==> src/rtl/mc_ctrl_pkg.sv <==
// Purpose: shared types and constants for the multicycle RV32I controller.
// Latency: n/a (declarations only).
// Backpressure: n/a. Optional feature macro used by the controller: MCCTRL_LUI_EN.
package mc_ctrl_pkg;

    typedef enum logic [3:0] {
        S_FETCH    = 4'd0,
        S_DECODE   = 4'd1,
        S_MEMADR   = 4'd2,
        S_MEMREAD  = 4'd3,
        S_MEMWB    = 4'd4,
        S_MEMWRITE = 4'd5,
        S_EXECR    = 4'd6,
        S_ALUWB    = 4'd7,
        S_EXECI    = 4'd8,
        S_JAL      = 4'd9,
        S_BEQ      = 4'd10,
        S_LUI      = 4'd11,
        S_HALT     = 4'd15
    } state_t;

    localparam logic [2:0] ALU_ADD = 3'b000;
    localparam logic [2:0] ALU_SUB = 3'b001;
    localparam logic [2:0] ALU_AND = 3'b010;
    localparam logic [2:0] ALU_OR  = 3'b011;
    localparam logic [2:0] ALU_SLT = 3'b101;

    localparam logic [2:0] IMM_I = 3'b000;
    localparam logic [2:0] IMM_S = 3'b001;
    localparam logic [2:0] IMM_B = 3'b010;
    localparam logic [2:0] IMM_J = 3'b011;
    localparam logic [2:0] IMM_U = 3'b100;

    // ALU operation class requested by the sequencer
    localparam logic [1:0] ALUOP_ADD   = 2'b00;
    localparam logic [1:0] ALUOP_SUB   = 2'b01;
    localparam logic [1:0] ALUOP_FUNCT = 2'b10;

    localparam logic [6:0] OP_LOAD  = 7'b0000011;
    localparam logic [6:0] OP_STORE = 7'b0100011;
    localparam logic [6:0] OP_RTYPE = 7'b0110011;
    localparam logic [6:0] OP_ITYPE = 7'b0010011;
    localparam logic [6:0] OP_BEQ   = 7'b1100011;
    localparam logic [6:0] OP_JAL   = 7'b1101111;
    localparam logic [6:0] OP_LUI   = 7'b0110111;

    // Immediate format is a pure function of the opcode; unknown ops fall back to I.
    function automatic logic [2:0] imm_src_for(input logic [6:0] op);
        logic [2:0] imm;
        imm = IMM_I;
        case (op)
            OP_STORE: imm = IMM_S;
            OP_BEQ:   imm = IMM_B;
            OP_JAL:   imm = IMM_J;
            OP_LUI:   imm = IMM_U;
            default:  imm = IMM_I;
        endcase
        return imm;
    endfunction

endpackage

==> src/rtl/mc_alu_decoder.sv <==
// Purpose: map ALU operation class plus funct fields to an ALUControl code.
// Latency: combinational, zero cycles.
// Backpressure: none; output always valid and never X for known inputs.
module mc_alu_decoder
    import mc_ctrl_pkg::*;
(
    input  logic [1:0] i_alu_op,
    input  logic [2:0] i_funct3,
    input  logic       i_funct7b5,
    input  logic       i_op5,
    output logic [2:0] o_alu_control
);

    // Subtract on funct3=000 only for R-type sub; addi with IR[30] set stays add.
    always_comb begin
        o_alu_control = ALU_ADD;
        case (i_alu_op)
            ALUOP_SUB: o_alu_control = ALU_SUB;
            ALUOP_FUNCT: begin
                case (i_funct3)
                    3'b000:  o_alu_control = (i_funct7b5 & i_op5) ? ALU_SUB : ALU_ADD;
                    3'b010:  o_alu_control = ALU_SLT;
                    3'b110:  o_alu_control = ALU_OR;
                    3'b111:  o_alu_control = ALU_AND;
                    default: o_alu_control = ALU_ADD;
                endcase
            end
            default: o_alu_control = ALU_ADD;
        endcase
    end

endmodule

==> src/rtl/multicycle_controller.sv <==
// Purpose: main sequencer of the multicycle RV32I core; LUI support under macro MCCTRL_LUI_EN.
// Latency: one state per clock; datapath controls are combinational from the current state.
// Backpressure: FETCH, MEMREAD and MEMWRITE hold until mem_ready; HALT is left only by reset.
module multicycle_controller
    import mc_ctrl_pkg::*;
#(
    parameter int STATE_W = 4
)(
    input  logic               clk,
    input  logic               reset,
    input  logic [6:0]         op,
    input  logic [2:0]         funct3,
    input  logic               funct7b5,
    input  logic               Zero,
    input  logic               mem_ready,
    output logic               PCWrite,
    output logic               AdrSrc,
    output logic               MemWrite,
    output logic               IRWrite,
    output logic               RegWrite,
    output logic [1:0]         ResultSrc,
    output logic [1:0]         ALUSrcA,
    output logic [1:0]         ALUSrcB,
    output logic [2:0]         ImmSrc,
    output logic [2:0]         ALUControl,
    output logic               halted,
    output logic [STATE_W-1:0] state_o
);

    state_t     r_state;
    logic [1:0] w_alu_op;

    // State register; async reset drops any in-flight access so a stalled store is never re-issued
    always_ff @(posedge clk or posedge reset) begin
        if (reset) begin
            r_state <= S_FETCH;
        end else begin
            case (r_state)
                S_FETCH:    r_state <= mem_ready ? S_DECODE : S_FETCH;
                S_DECODE: begin
                    case (op)
                        OP_LOAD, OP_STORE: r_state <= S_MEMADR;
                        OP_RTYPE:          r_state <= S_EXECR;
                        OP_ITYPE:          r_state <= S_EXECI;
                        OP_BEQ:            r_state <= S_BEQ;
                        OP_JAL:            r_state <= S_JAL;
`ifdef MCCTRL_LUI_EN
                        OP_LUI:            r_state <= S_LUI;
`endif
                        default:           r_state <= S_HALT;
                    endcase
                end
                S_MEMADR:   r_state <= op[5] ? S_MEMWRITE : S_MEMREAD;
                S_MEMREAD:  r_state <= mem_ready ? S_MEMWB : S_MEMREAD;
                S_MEMWB:    r_state <= S_FETCH;
                S_MEMWRITE: r_state <= mem_ready ? S_FETCH : S_MEMWRITE;
                S_EXECR:    r_state <= S_ALUWB;
                S_EXECI:    r_state <= S_ALUWB;
                S_ALUWB:    r_state <= S_FETCH;
                S_JAL:      r_state <= S_ALUWB;
                S_BEQ:      r_state <= S_FETCH;
`ifdef MCCTRL_LUI_EN
                S_LUI:      r_state <= S_ALUWB;
`endif
                default:    r_state <= S_HALT;
            endcase
        end
    end

    // Datapath enables and mux selects decoded from the current state
    always_comb begin
        PCWrite   = 1'b0;
        AdrSrc    = 1'b0;
        MemWrite  = 1'b0;
        IRWrite   = 1'b0;
        RegWrite  = 1'b0;
        ResultSrc = 2'b00;
        ALUSrcA   = 2'b00;
        ALUSrcB   = 2'b00;
        w_alu_op  = ALUOP_ADD;
        case (r_state)
            S_FETCH: begin
                ALUSrcB   = 2'b10;
                ResultSrc = 2'b10;
                IRWrite   = mem_ready;
                PCWrite   = mem_ready;
            end
            S_DECODE: begin
                ALUSrcA = 2'b01;
                ALUSrcB = 2'b01;
            end
            S_MEMADR: begin
                ALUSrcA = 2'b10;
                ALUSrcB = 2'b01;
            end
            S_MEMREAD: AdrSrc = 1'b1;
            S_MEMWB: begin
                ResultSrc = 2'b01;
                RegWrite  = 1'b1;
            end
            S_MEMWRITE: begin
                AdrSrc   = 1'b1;
                MemWrite = 1'b1;
            end
            S_EXECR: begin
                ALUSrcA  = 2'b10;
                w_alu_op = ALUOP_FUNCT;
            end
            S_EXECI: begin
                ALUSrcA  = 2'b10;
                ALUSrcB  = 2'b01;
                w_alu_op = ALUOP_FUNCT;
            end
            S_ALUWB: RegWrite = 1'b1;
            S_JAL: begin
                ALUSrcA = 2'b01;
                ALUSrcB = 2'b10;
                PCWrite = 1'b1;
            end
            S_BEQ: begin
                ALUSrcA  = 2'b10;
                w_alu_op = ALUOP_SUB;
                PCWrite  = Zero;
            end
`ifdef MCCTRL_LUI_EN
            S_LUI: begin
                ALUSrcA = 2'b11;
                ALUSrcB = 2'b01;
            end
`endif
            default: ;
        endcase
    end

    mc_alu_decoder u_alu_dec (
        .i_alu_op      (w_alu_op),
        .i_funct3      (funct3),
        .i_funct7b5    (funct7b5),
        .i_op5         (op[5]),
        .o_alu_control (ALUControl)
    );

    assign ImmSrc  = imm_src_for(op);
    assign halted  = (r_state == S_HALT);
    assign state_o = STATE_W'(r_state);

endmodule

==> config.mk <==
export PLATFORM = sky130hd
export DESIGN_NAME = multicycle_controller
export DESIGN_NICKNAME = d
export VERILOG_FILES = /design/src/rtl/mc_ctrl_pkg.sv /design/src/rtl/mc_alu_decoder.sv /design/src/rtl/multicycle_controller.sv
export SDC_FILE = /design/constraint.sdc
export NUM_CORES = 1
export LEC_CHECK = 0
export CORE_AREA = 2 2 39 41
export DETAILED_ROUTE_END_ITERATION = 8
export DIE_AREA = 0 0 41 43
export DONT_BUFFER_PORTS = 1
export HOLD_SLACK_MARGIN = 0.1
export PLACE_DENSITY_LB_ADDON = 0.2
export SYNTH_ARGS = -nofsm -noshare
export SYNTH_HDL_FRONTEND = slang
export SYNTH_SLANG_ARGS = --single-unit
==> constraint.sdc <==
create_clock -name clk -period 1.5 [get_ports clk]
set_clock_uncertainty 0.1 [all_clocks]
set_input_delay 0.075 -clock clk [delete_from_list [all_inputs] [get_ports clk]]
set_output_delay 0.075 -clock clk [all_outputs]
set_load 0.03 [all_outputs]
==> flow_metrics.env, run 1 <==
export IMPL_async_flop_share_pct=100.0
export IMPL_h_tree_depth=1
export IMPL_io_buffers=0
export IMPL_io_pins=37
export IMPL_synth_top_cell_area_share_pct=16.03
export IMPL_clockRootBuffer="clkbuf_4"
export IMPL_netlist_instances=98
export IMPL_die_h_um=43
export IMPL_row_count=14
export IMPL_synth_warnings=0
export IMPL_tool_error="[ERROR DPL-0038] Utilization greater than 100%, impossible to legalize"
export IMPL_die_w_um=41
export IMPL_endpoint_type="top-level output"
export IMPL_status="aborted with a tool error"
export IMPL_synth_edf_count=0
export IMPL_cts_buffers=3
export IMPL_synth_main_ff_cell="dfrtp_1"
export IMPL_yosysSeqAreaShare_pct=16.03
export IMPL_clockBufferDepth=2
export IMPL_synth_area_leader_cell="dfrtp_1"
export IMPL_crit_endpoint="ALUControl[2]"
export IMPL_hpwlAfterDp_um=1365
export IMPL_start_util_pct=45.12
export IMPL_synth_cell_types=32
export IMPL_synthTopCellsByCount="10 x nand2_1, 10 x nor2_1, 9 x o21ai_0, 7 x inv_1, 7 x nand2b_1"
export IMPL_grt_max_degree=15
export IMPL_syn_avg_cell_area_um2=6.371
export IMPL_synth_nets=115
export IMPL_globalplace_congestion=0.7861
export IMPL_synth_area_top_cells="dfrtp_1 16%, o21ai_0 7.2%, nand2b_1 7.0%, nand2_1 6.0%, nor2_1 6.0%"
export IMPL_cts_sinks=4
export IMPL_synth_seq_cells=4
export IMPL_netlist_area_um2=624.3
export IMPL_haltStage="5_1_grt"
[through the flow]
| stage | area, um^2 | worst slack (ns) | cells |
|---|---|---|---|
| 3_5_place_dp | 949.7 | -0.2732 | 137 |
| 2_1_floorplan | 759.5 | -0.5333 | 98 |
| 4_1_cts | 1240 | -0.4687 | 153 |
| 3_3_place_gp | 949.7 | -0.2339 | 137 |
[what timing repair did]
action | CTS
pin swaps | 12
endpoints found under the setup margin | 16
buffers inserted | 6
hold endpoints to repair | 8
hold buffers | 6
gates resized for setup | 40
[cell families after synthesis]
group / synth area share (%)
buffers and inverters: 10.62
multiplexers: 2.404
AO/OA/AOI/OAI: 25.25
XOR/XNOR: 1.403
adder cells (fa/ha/maj): 4.007
flip-flops: 16.03
AND/OR/NAND/NOR: 40.28
==> run 2, diff against run 1 <==
--- a/config.mk
+++ b/config.mk
@@ -5,12 +5,11 @@
 export SDC_FILE = /design/constraint.sdc
 export NUM_CORES = 1
 export LEC_CHECK = 0
-export CORE_AREA = 2 2 39 41
+export CORE_AREA = 2 2 63 65
 export DETAILED_ROUTE_END_ITERATION = 8
-export DIE_AREA = 0 0 41 43
+export DIE_AREA = 0 0 65 67
 export DONT_BUFFER_PORTS = 1
-export HOLD_SLACK_MARGIN = 0.1
-export PLACE_DENSITY_LB_ADDON = 0.2
+export PLACE_DENSITY_LB_ADDON = 0.15
 export SYNTH_ARGS = -nofsm -noshare
 export SYNTH_HDL_FRONTEND = slang
 export SYNTH_SLANG_ARGS = --single-unit
==> constraint.sdc (replaced) <==
create_clock -name clk -period 2 [get_ports clk]
set_clock_uncertainty 0.1 [all_clocks]
set_input_delay 0.1 -clock clk [delete_from_list [all_inputs] [get_ports clk]]
set_output_delay 0.1 -clock clk [all_outputs]
set_load 0.03 [all_outputs]
==> flow_metrics.env, run 2 <==
export IMPL_syn_to_final_growth_pct=51.70
export IMPL_hpwlAfterDp_um=1625
export IMPL_synth_seq_cells=4
export IMPL_grt_max_degree=16
export IMPL_diodes=0
export IMPL_track_usage_pct=10.01
export IMPL_fin_crit_ns=1.939
export IMPL_worstPathArrival_ns=1.74
export IMPL_h_tree_depth=1
export IMPL_start_util_pct=17.31
export IMPL_power_switching_uw=868.9
export IMPL_drive_gt1_share_pct=39.83
export IMPL_via_per_inst=4.596
export IMPL_synth_main_ff_cell="dfrtp_1"
export IMPL_internal_power_uw=715.4
export IMPL_max_slew_margin_rel_pct=79.25
export IMPL_synth_edf_count=0
export IMPL_drc=0
export IMPL_grt_pass1_vias=709
export IMPL_wire_per_inst_um=12.36
export IMPL_synth_top_cell_area_share_pct=16.03
export IMPL_synth_warnings=0
export IMPL_syn_avg_cell_area_um2=6.371
export IMPL_combPwrFrac_pct=77.7
export IMPL_synthTopCellsByCount="10 x nand2_1, 10 x nor2_1, 9 x o21ai_0, 7 x inv_1, 7 x nand2b_1"
export IMPL_p_leak_uw=0.0004040
export IMPL_clockBufferDepth=2
export IMPL_clk_latency_ns=0.21
export IMPL_final_cell_mix="22 x buf_4, 9 x nand2_1, 9 x o21ai_0, 8 x nor2_1, 6 x nand2b_1"
export IMPL_cellPowerDensity_mw_per_mm2=1673
export IMPL_dp_cells=160
export IMPL_die_w_um=65
export IMPL_grt_antenna_before_repair=0
export IMPL_drt_iter0_markers=42
export IMPL_ant_nets=0
export IMPL_required_ns=1.80
export IMPL_setup_viol=0
export IMPL_p_seq_share_pct=11.8
export IMPL_die_area_mm2=0.004355
export IMPL_netlist_area_um2=624.3
export IMPL_rsz0062_at_grt="true"
export IMPL_synth_area_leader_cell="dfrtp_1"
export IMPL_tritoncts="done"
export IMPL_final_common_cell="buf_4"
export IMPL_path_max_fanout=6
export IMPL_dr_pass1_iters=4
export IMPL_async_flop_share_pct=100.0
export IMPL_io_pins=37
export IMPL_crit_type="flop to primary output"
export IMPL_synth_cell_types=32
export IMPL_tns_ns=0
export IMPL_core_mm2=0.003606
export IMPL_worstHoldPathType="primary input to flop"
export IMPL_end_kind="primary output"
export IMPL_pwr_share_clk_pct=10.6
export IMPL_p_total_uw=1584
export IMPL_gr_total_overflow=0
export IMPL_hold_viol=0
export IMPL_status="completed"
export IMPL_slew_viol_final=0
export IMPL_peakVddDrop_uv=272.5
export IMPL_hold_ws_ns=0.05183
export IMPL_clkTransAtPathRegs_ns=0.03
export IMPL_grt_pass1_wl_um=3298
export IMPL_synth_area_top_cells="dfrtp_1 16%, o21ai_0 7.2%, nand2b_1 7.0%, nand2_1 6.0%, nor2_1 6.0%"
export IMPL_worst_setup_path_start_kind="flop"
export IMPL_fin_crit_sh_pct=96.93
export IMPL_clockRootBuffer="clkbuf_8"
export IMPL_cts_sinks=4
export IMPL_routed_wl_um=2051
export IMPL_io_buffers=0
export IMPL_globalplace_congestion=0.7636
export IMPL_row_count=22
export IMPL_worstMarginPinSlew_ns=0.3123
export IMPL_netlist_instances=98
export IMPL_synth_nets=115
export IMPL_vias=763
export IMPL_die_h_um=67
export IMPL_swShare_pct=54.84
export IMPL_maxCapViolCount=0
export IMPL_fmax_mhz=515.8
export IMPL_finalNonFillerCells=166
export IMPL_yosysSeqAreaShare_pct=16.03
export IMPL_nets=137
export IMPL_cts_buffers=3
export IMPL_final_core_util_pct=26.27
export IMPL_largest_reg_flops=4
==> run 2: final cells by class <==
cell class,instances,area [um^2]
Clock buffer,3,41.29
Sequential cell,4,103.9
Timing Repair Buffer,24,186.4
Fill cell,405,2659
Multi-Input combinational cell,79,525.5
Tap cell,48,60.06
Inverter,8,30.03
==> run 2: layer usage <==
metal / routed length (um) / part of all wire [%] / up-vias / GRT usage (%)
met5: 0 / 0 / - / 0
met1: 932 / 45 / 340 / 12.60
met3: 174 / 8.5 / 2 / 2.027
li1: - / - / 379 / -
met4: 19 / 0.93 / 0 / 5.585
met2: 925 / 45 / 42 / 15.85
==> run 2: cell families after synthesis <==
group | synth area share [%]
simple gates | 40.28
xor+xnor | 1.403
buf+inv | 10.62
compound gates | 25.25
fa+ha+maj | 4.007
flops | 16.03
mux | 2.404
==> run 2: timing repair <==
item | 4_1_cts | 5_1_grt
pin swaps | 4 | 2
setup buffers | 1 | 1
resized for setup | 6 | 4
endpoints found under the setup margin | 1 | 3
endpoints found under the hold margin | 4 | 0
hold buffers | 1 | 0
==> run 2: worst paths after layout <==
| check | start | to | slack, ns | cells after the start |
|---|---|---|---|---|
| max | state_o[3] | ALUControl[2] | 0.06 | 6 |
| min | op[5] | state_o[3] | 0.05 | 3 |
| max reg2reg | state_o[1] | state_o[0] | 0.21 | 5 |
| min reg2reg | state_o[0] | state_o[0] | 0.65 | 3 |
| max in group asynchronous | reset | state_o[2] | 1.52 | 2 |
| min in group asynchronous | reset | state_o[0] | 0.11 | 2 |
==> run 2: power groups by stage <==
stage | combinational, uW | sequential, uW | clock [uW]
floorplan | 835 | 238 | 0
global placement | 1190 | 177 | 0
detailed placement | 1190 | 181 | 0
CTS | 1210 | 184 | 173
global route | 1330 | 196 | 181
finish | 1230 | 186 | 167
==> run 2: critical path: stages (launching register included) <==
cell and delay [ns]:
dfrtp_2 0.43, nand3b_1 0.19, a21oi_2 0.20, inv_2 0.06, ha_4 0.22, nor4_4 0.25
buf_6 0.16
==> run 2: metrics by stage <==
stage	cell area, um^2	setup slack (ns)
2_1_floorplan	683.2	-0.1390
3_3_place_gp	853.3	0.1869
3_5_place_dp	853.3	0.1664
4_1_cts	922.1	0.009889
5_1_grt	947.2	-0.02373
6_report	947.2	0.06139
Power figures use the tool's default switching activity.
==> run 3, diff against run 2 <==
--- a/config.mk
+++ b/config.mk
@@ -5,6 +5,7 @@
 export SDC_FILE = /design/constraint.sdc
 export NUM_CORES = 1
 export LEC_CHECK = 0
+export ABC_AREA = 1
 export CORE_AREA = 2 2 63 65
 export DETAILED_ROUTE_END_ITERATION = 8
 export DIE_AREA = 0 0 65 67
==> flow_metrics.env, run 3 <==
export IMPL_h_tree_depth=1
export IMPL_tns_ns=0
export IMPL_swShare_pct=19.44
export IMPL_combPwrFrac_pct=7.9
export IMPL_cts_sinks=4
export IMPL_hold_viol=0
export IMPL_worstHoldPathType="primary input to flop"
export IMPL_synth_simple_area_share_pct=57.00
export IMPL_setup_viol=0
export IMPL_fin_crit_sh_pct=96.33
export IMPL_largest_reg_flops=4
export IMPL_routed_wl_um=1894
export IMPL_maxCapViolCount=0
export IMPL_syn_to_final_growth_pct=48.32
export IMPL_hpwlAfterDp_um=1628
export IMPL_dpl_cell_area_um2=839.6
export IMPL_pwr_share_clk_pct=61.9
export IMPL_p_total_uw=269.8
export IMPL_clockBufferDepth=2
export IMPL_fin_crit_ns=1.927
export IMPL_timing_critical_path_buf_inv=3
export IMPL_clockRootBuffer="clkbuf_8"
export IMPL_cts_buffers=3
export IMPL_p_leak_uw=0.0004368
export IMPL_fmax_mhz=519.1
export IMPL_synth_seq_cells=4
export IMPL_yosysSeqAreaShare_pct=15.78
export IMPL_final_core_util_pct=26.09
export IMPL_final_cell_mix="29 x nand2_1, 18 x buf_4, 17 x inv_1, 13 x nor2_1, 9 x nor2_4"
export IMPL_synth_warnings=0
export IMPL_power_switching_uw=52.46
export IMPL_critical_path_top_delay_family="simple AND/OR/NAND/NOR gates"
export IMPL_ant_nets=0
export IMPL_internal_power_uw=217.3
export IMPL_io_buffers=0
export IMPL_path_max_fanout=4
export IMPL_dr_pass1_iters=4
export IMPL_drt_iter0_markers=17
export IMPL_synthAdderAreaFrac_pct=3.945
export IMPL_clkTransAtPathRegs_ns=0.03
export IMPL_drive_gt1_share_pct=37.59
export IMPL_grt_pass1_wl_um=3105
export IMPL_clk_latency_ns=0.21
export IMPL_rsz0062_at_grt="false"
export IMPL_grt_pass1_vias=701
export IMPL_max_slew_margin_rel_pct=73.67
export IMPL_synth_cell_types=18
export IMPL_pre_cts_ws_ns=0.1602
export IMPL_synth_area_leader_cell="nand2_1"
export IMPL_diodes=0
export IMPL_wire_per_inst_um=10.46
export IMPL_synth_compound_gate_area_share_pct=9.073
export IMPL_netlist_instances=111
export IMPL_start_util_pct=17.59
export IMPL_end_kind="primary output"
export IMPL_async_flop_share_pct=100.0
export IMPL_worstMarginPinSlew_ns=0.3938
export IMPL_netlist_area_um2=634.4
export IMPL_track_usage_pct=9.123
export IMPL_final_common_cell="nand2_1"
export IMPL_slowest_stage="dfrtp_2"
export IMPL_globalplace_congestion=0.7179
export IMPL_gr_total_overflow=0
export IMPL_synth_top_family_by_area="simple AND/OR/NAND/NOR gates"
export IMPL_crit_type="flop to primary output"
export IMPL_die_h_um=67
export IMPL_syn_avg_cell_area_um2=5.715
export IMPL_required_ns=1.80
export IMPL_worstPathArrival_ns=1.73
export IMPL_vias=725
export IMPL_yosysMostFrequentCell="nand2_1"
export IMPL_finish_instance_area_um2=940.9
export IMPL_io_pins=37
export IMPL_die_w_um=65
export IMPL_tritoncts="done"
export IMPL_synthTopCellsByCount="29 x nand2_1, 20 x inv_1, 13 x nor2_1, 8 x nor2_2, 7 x nand3_1"
export IMPL_grt_antenna_before_repair=0
export IMPL_worst_setup_path_start_kind="flop"
export IMPL_synth_nets=128
export IMPL_synth_main_ff_cell="dfrtp_1"
export IMPL_nets=152
export IMPL_cpPeakStageDelay_ns=0.41
export IMPL_synth_area_mux_share_pct=0
export IMPL_core_mm2=0.003606
export IMPL_die_area_mm2=0.004355
export IMPL_worst_slack_ns=0.07345
export IMPL_synth_top_cell_area_share_pct=17.16
export IMPL_via_per_inst=4.006
export IMPL_synthXorXnorAreaFrac_pct=0
export IMPL_row_count=22
export IMPL_cp_cell_sequence="inv_2 -> nor2_4 -> nand2_4 -> nand2_4 -> inv_2 -> ha_4 -> nor4_4 -> buf_4"
export IMPL_synth_edf_count=0
export IMPL_slew_viol_final=0
export IMPL_peakVddDrop_uv=95.27
export IMPL_synth_area_top_cells="nand2_1 17%, dfrtp_1 16%, inv_1 12%, nor2_2 7.9%, nor2_1 7.7%"
export IMPL_grt_max_degree=8
export IMPL_cellPowerDensity_mw_per_mm2=286.7
export IMPL_status="completed"
export IMPL_drc=0
export IMPL_p_seq_share_pct=30.2
==> run 3: cell types whose count changed after synthesis, moves of 6 or more <==
cell / previous run / this run
nor3_1: 6 / 0
nor2_2: 0 / 8
inv_1: 7 / 20
nand3_1: 1 / 7
nand2b_1: 7 / 0
nand2_1: 10 / 29
==> run 3: layout make-up <==
cell class / instances / area (um^2)
Clock buffer: 3 / 41.29
Fill cell: 409 / 2665
Inverter: 24 / 90.09
Multi-Input combinational cell: 83 / 501.7
Sequential cell: 4 / 102.6
Tap cell: 48 / 60.06
Timing Repair Buffer: 19 / 145.1
==> run 3: repair_timing <==
item                                    4_1_cts  5_1_grt
pin swaps                                     0        3
endpoints found under the setup margin        1        1
resized for setup                             5        5
buffers inserted                              0        1
hold buffers                                  1        0
gates cloned                                  0        0
hold endpoints to repair                      4        0
==> run 3: power groups by stage <==
stage	registers (uW)	logic [uW]	clock network, uW
4_1_cts	81.5	21.7	172
5_1_grt	81.5	24.6	173
6_report	81.5	21.4	167
3_5_place_dp	82.4	20.0	0
3_3_place_gp	82.4	19.8	0
2_1_floorplan	82.4	17.1	0
==> run 3: path summary, 6_finish.rpt <==
check | cells past startpoint | slack, ns | end | start
max | 8 | 0.07 | ALUControl[2] | state_o[3]
min | 3 | 0.004 | state_o[1] | op[5]
max reg2reg | 7 | 0.40 | state_o[0] | state_o[3]
min reg2reg | 2 | 0.64 | state_o[3] | state_o[1]
max in group asynchronous | 2 | 1.53 | state_o[1] | reset
min in group asynchronous | 2 | 0.11 | state_o[2] | reset
==> run 3: metrics by stage <==
step           hold slack, ns  cells
2_1_floorplan         -0.2341    111
3_3_place_gp          -0.2206    176
3_5_place_dp          -0.2182    176
4_1_cts              0.006383    180
5_1_grt               0.03736    181
6_report             0.004434    181
==> run 3: metal layers <==
layer | GRT usage, % | share of wire (%) | vias up
met5 | 0 | 0 | -
met4 | 3.191 | 0 | 0
met3 | 1.858 | 7.0 | 0
met2 | 15.72 | 50 | 23
met1 | 11.21 | 43 | 317
li1 | - | - | 385
==> run 3: cell families after synthesis <==
family,Yosys count
buffers and inverters,24
AOI/OAI and AO/OA,11
adders and majority gates,2
and+or+nand+nor,70
DFF,4
==> run 3: tightest hold or removal path: stages <==
cell and delay, ns:
nor2_1 0.08, nor2_1 0.05, nand2_1 0.05
==> run 4, diff against run 3 <==
--- a/config.mk
+++ b/config.mk
@@ -11,6 +11,7 @@
 export DIE_AREA = 0 0 65 67
 export DONT_BUFFER_PORTS = 1
 export PLACE_DENSITY_LB_ADDON = 0.15
+export SETUP_SLACK_MARGIN = 0.4
 export SYNTH_ARGS = -nofsm -noshare
 export SYNTH_HDL_FRONTEND = slang
 export SYNTH_SLANG_ARGS = --single-unit
==> flow_metrics.env, run 4 (synthesis gave the netlist of run 3 again) <==
export IMPL_critical_path_top_delay_family="simple AND/OR/NAND/NOR gates"
export IMPL_clk_latency_ns=0.21
export IMPL_row_count=22
export IMPL_seqCellArea_um2=105.1
export IMPL_cp_cell_sequence="inv_4 -> nor2_4 -> inv_2 -> nor2_4 -> ha_4 -> nor4_4 -> buf_6"
export IMPL_slew_viol_final=0
export IMPL_maxUsedRoutingLayer="met3"
export IMPL_maxCapViolCount=0
export IMPL_final_cell_mix="27 x nand2_1, 16 x buf_4, 13 x inv_1, 11 x nor2_4, 9 x nor2_1"
export IMPL_hold_path_depth=3
export IMPL_cpPeakStageDelay_ns=0.40
export IMPL_hpwlAfterDp_um=1622
export IMPL_drt_iter0_markers=18
export IMPL_min_to="state_o[1]"
export IMPL_clkTransAtPathRegs_ns=0.03
export IMPL_ant_nets=0
export IMPL_via_per_inst=4.059
export IMPL_start_util_pct=17.59
export IMPL_met3_length_um=141
export IMPL_syn_to_final_growth_pct=72.78
export IMPL_multi_input_area_um2=580.6
export IMPL_r2r_start="state_o[3]"
export IMPL_worstPathArrival_ns=1.67
export IMPL_slowest_stage="dfrtp_2"
export IMPL_tns_ns=0
export IMPL_fin_crit_sh_pct=93.60
export IMPL_die_w_um=65
export IMPL_io_buffers=0
export IMPL_fillers=404
export IMPL_worstRegToRegCells=7
export IMPL_gr_total_overflow=0
export IMPL_clockRootBuffer="clkbuf_8"
export IMPL_die_area_mm2=0.004355
export IMPL_fmax_mhz=534.2
export IMPL_path_max_fanout=3
export IMPL_timing_critical_path_buf_inv=3
export IMPL_status="completed"
export IMPL_h_tree_depth=1
export IMPL_final_common_cell="nand2_1"
export IMPL_rsz0062_at_grt="true"
export IMPL_wl_met2_um=1011
export IMPL_worstMarginPinSlew_ns=0.3533
export IMPL_cellPowerDensity_mw_per_mm2=247.3
export IMPL_track_usage_pct=9.661
export IMPL_globalplace_congestion=0.7673
export IMPL_wire_per_inst_um=10.78
export IMPL_die_h_um=67
export IMPL_worstHoldPathType="primary input to flop"
export IMPL_drc=0
export IMPL_io_pins=37
export IMPL_hp_start="op[5]"
export IMPL_required_ns=1.80
export IMPL_grt_antenna_before_repair=0
export IMPL_max_slew_margin_rel_pct=76.42
export IMPL_crit_top_cell="nor2_4"
export IMPL_vias=755
export IMPL_worst_setup_path_start_kind="flop"
export IMPL_end_kind="primary output"
export IMPL_crit_type="flop to primary output"
export IMPL_cts_buffers=3
export IMPL_p_leak_uw=0.0004879
export IMPL_fin_crit_ns=1.872
export IMPL_drive_gt1_share_pct=52.17
export IMPL_routed_wl_um=2005
export IMPL_dpl_cell_area_um2=847.1
export IMPL_grt_pass1_wl_um=3339
export IMPL_finish_instance_area_mm2=0.001096
export IMPL_tritoncts="done"
export IMPL_r2r_slack_ns=0.51
export IMPL_diodes=0
export IMPL_grt_max_degree=8
export IMPL_wirelength_met1_um=851
export IMPL_largest_reg_flops=4
export IMPL_nets=157
export IMPL_hold_ws_ns=0.006892
export IMPL_peakVddDrop_uv=65.89
export IMPL_cts_sinks=4
export IMPL_grt_pass1_vias=765
export IMPL_reg2reg_to="state_o[1]"
export IMPL_dr_pass1_iters=4
export IMPL_hold_viol=0
export IMPL_core_mm2=0.003606
export IMPL_setup_viol=0
export IMPL_clockBufferDepth=2
-- run 4: changes by cell type in the layout (fill, tap and decap cells not counted), sizes merged --
cell / before / now
buf: 18 / 23
-- run 4: worst register-to-register path, cell delays in order (launching register included) --
cell     delay (ns)
dfrtp_2        0.41
buf_4          0.20
nand2_1        0.10
inv_1          0.08
a31oi_4        0.20
nand3_2        0.11
nor2_1         0.10
nand2_1        0.06
-- run 4: what timing repair did --
item	4_1_cts	5_1_grt
buffers inserted	5	5
resized for setup	18	16
pin swaps	10	7
endpoints found under the setup margin	12	15
hold buffers	1	0
hold endpoints to repair	4	0
-- run 4: stage by stage --
stage / util [%] / total power (uW) / cells / worst slack, ns
floorplan: - / 99.61 / 111 / 0.1866
global placement: 23.49 / 102.3 / 172 / 0.3062
detailed placement: 23.49 / 102.8 / 172 / 0.2995
CTS: 27.79 / 275.2 / 181 / 0.1066
global route: 30.40 / 282.8 / 186 / 0.05700
finish: 30.40 / 271.1 / 186 / 0.1281
-- run 4: cell type report --
type	count	area share (%)
tap	48	5.479
multi-input combinational	83	52.97
timing repair buffer	24	19.06
sequential	4	9.589
inverter	24	9.132
clock buffer	3	3.767
-- run 4: power breakdown --
part	leakage [uW]	internal, uW	switching, uW	total [uW]
Sequential	0.0000337	81.5	0	81.5
Clock	0.0000216	128	39.1	167
Combinational	0.000433	7.75	14.7	22.5
Total	0.000488	217	53.8	271
-- run 4: how the worst max path moves through the flow --
stage | slack [ns] | startpoint | end | cells after the start
5_1_grt | 0.06 | state_o[1] | ALUControl[2] | 8
4_1_cts | 0.11 | state_o[0] | ALUControl[2] | 6
2_1_floorplan | 0.19 | state_o[1] | ALUControl[2] | 6
3_5_place_dp | 0.30 | state_o[1] | ALUControl[2] | 7
3_3_place_gp | 0.31 | state_o[1] | ALUControl[2] | 7
6_report | 0.13 | state_o[1] | ALUControl[2] | 7
-- run 4: metal layers --
metal,vias to the layer above,global-route usage [%]
li1,403,-
met1,329,12.54
met2,23,15.98
met3,0,1.858
met4,0,3.191
met5,-,0
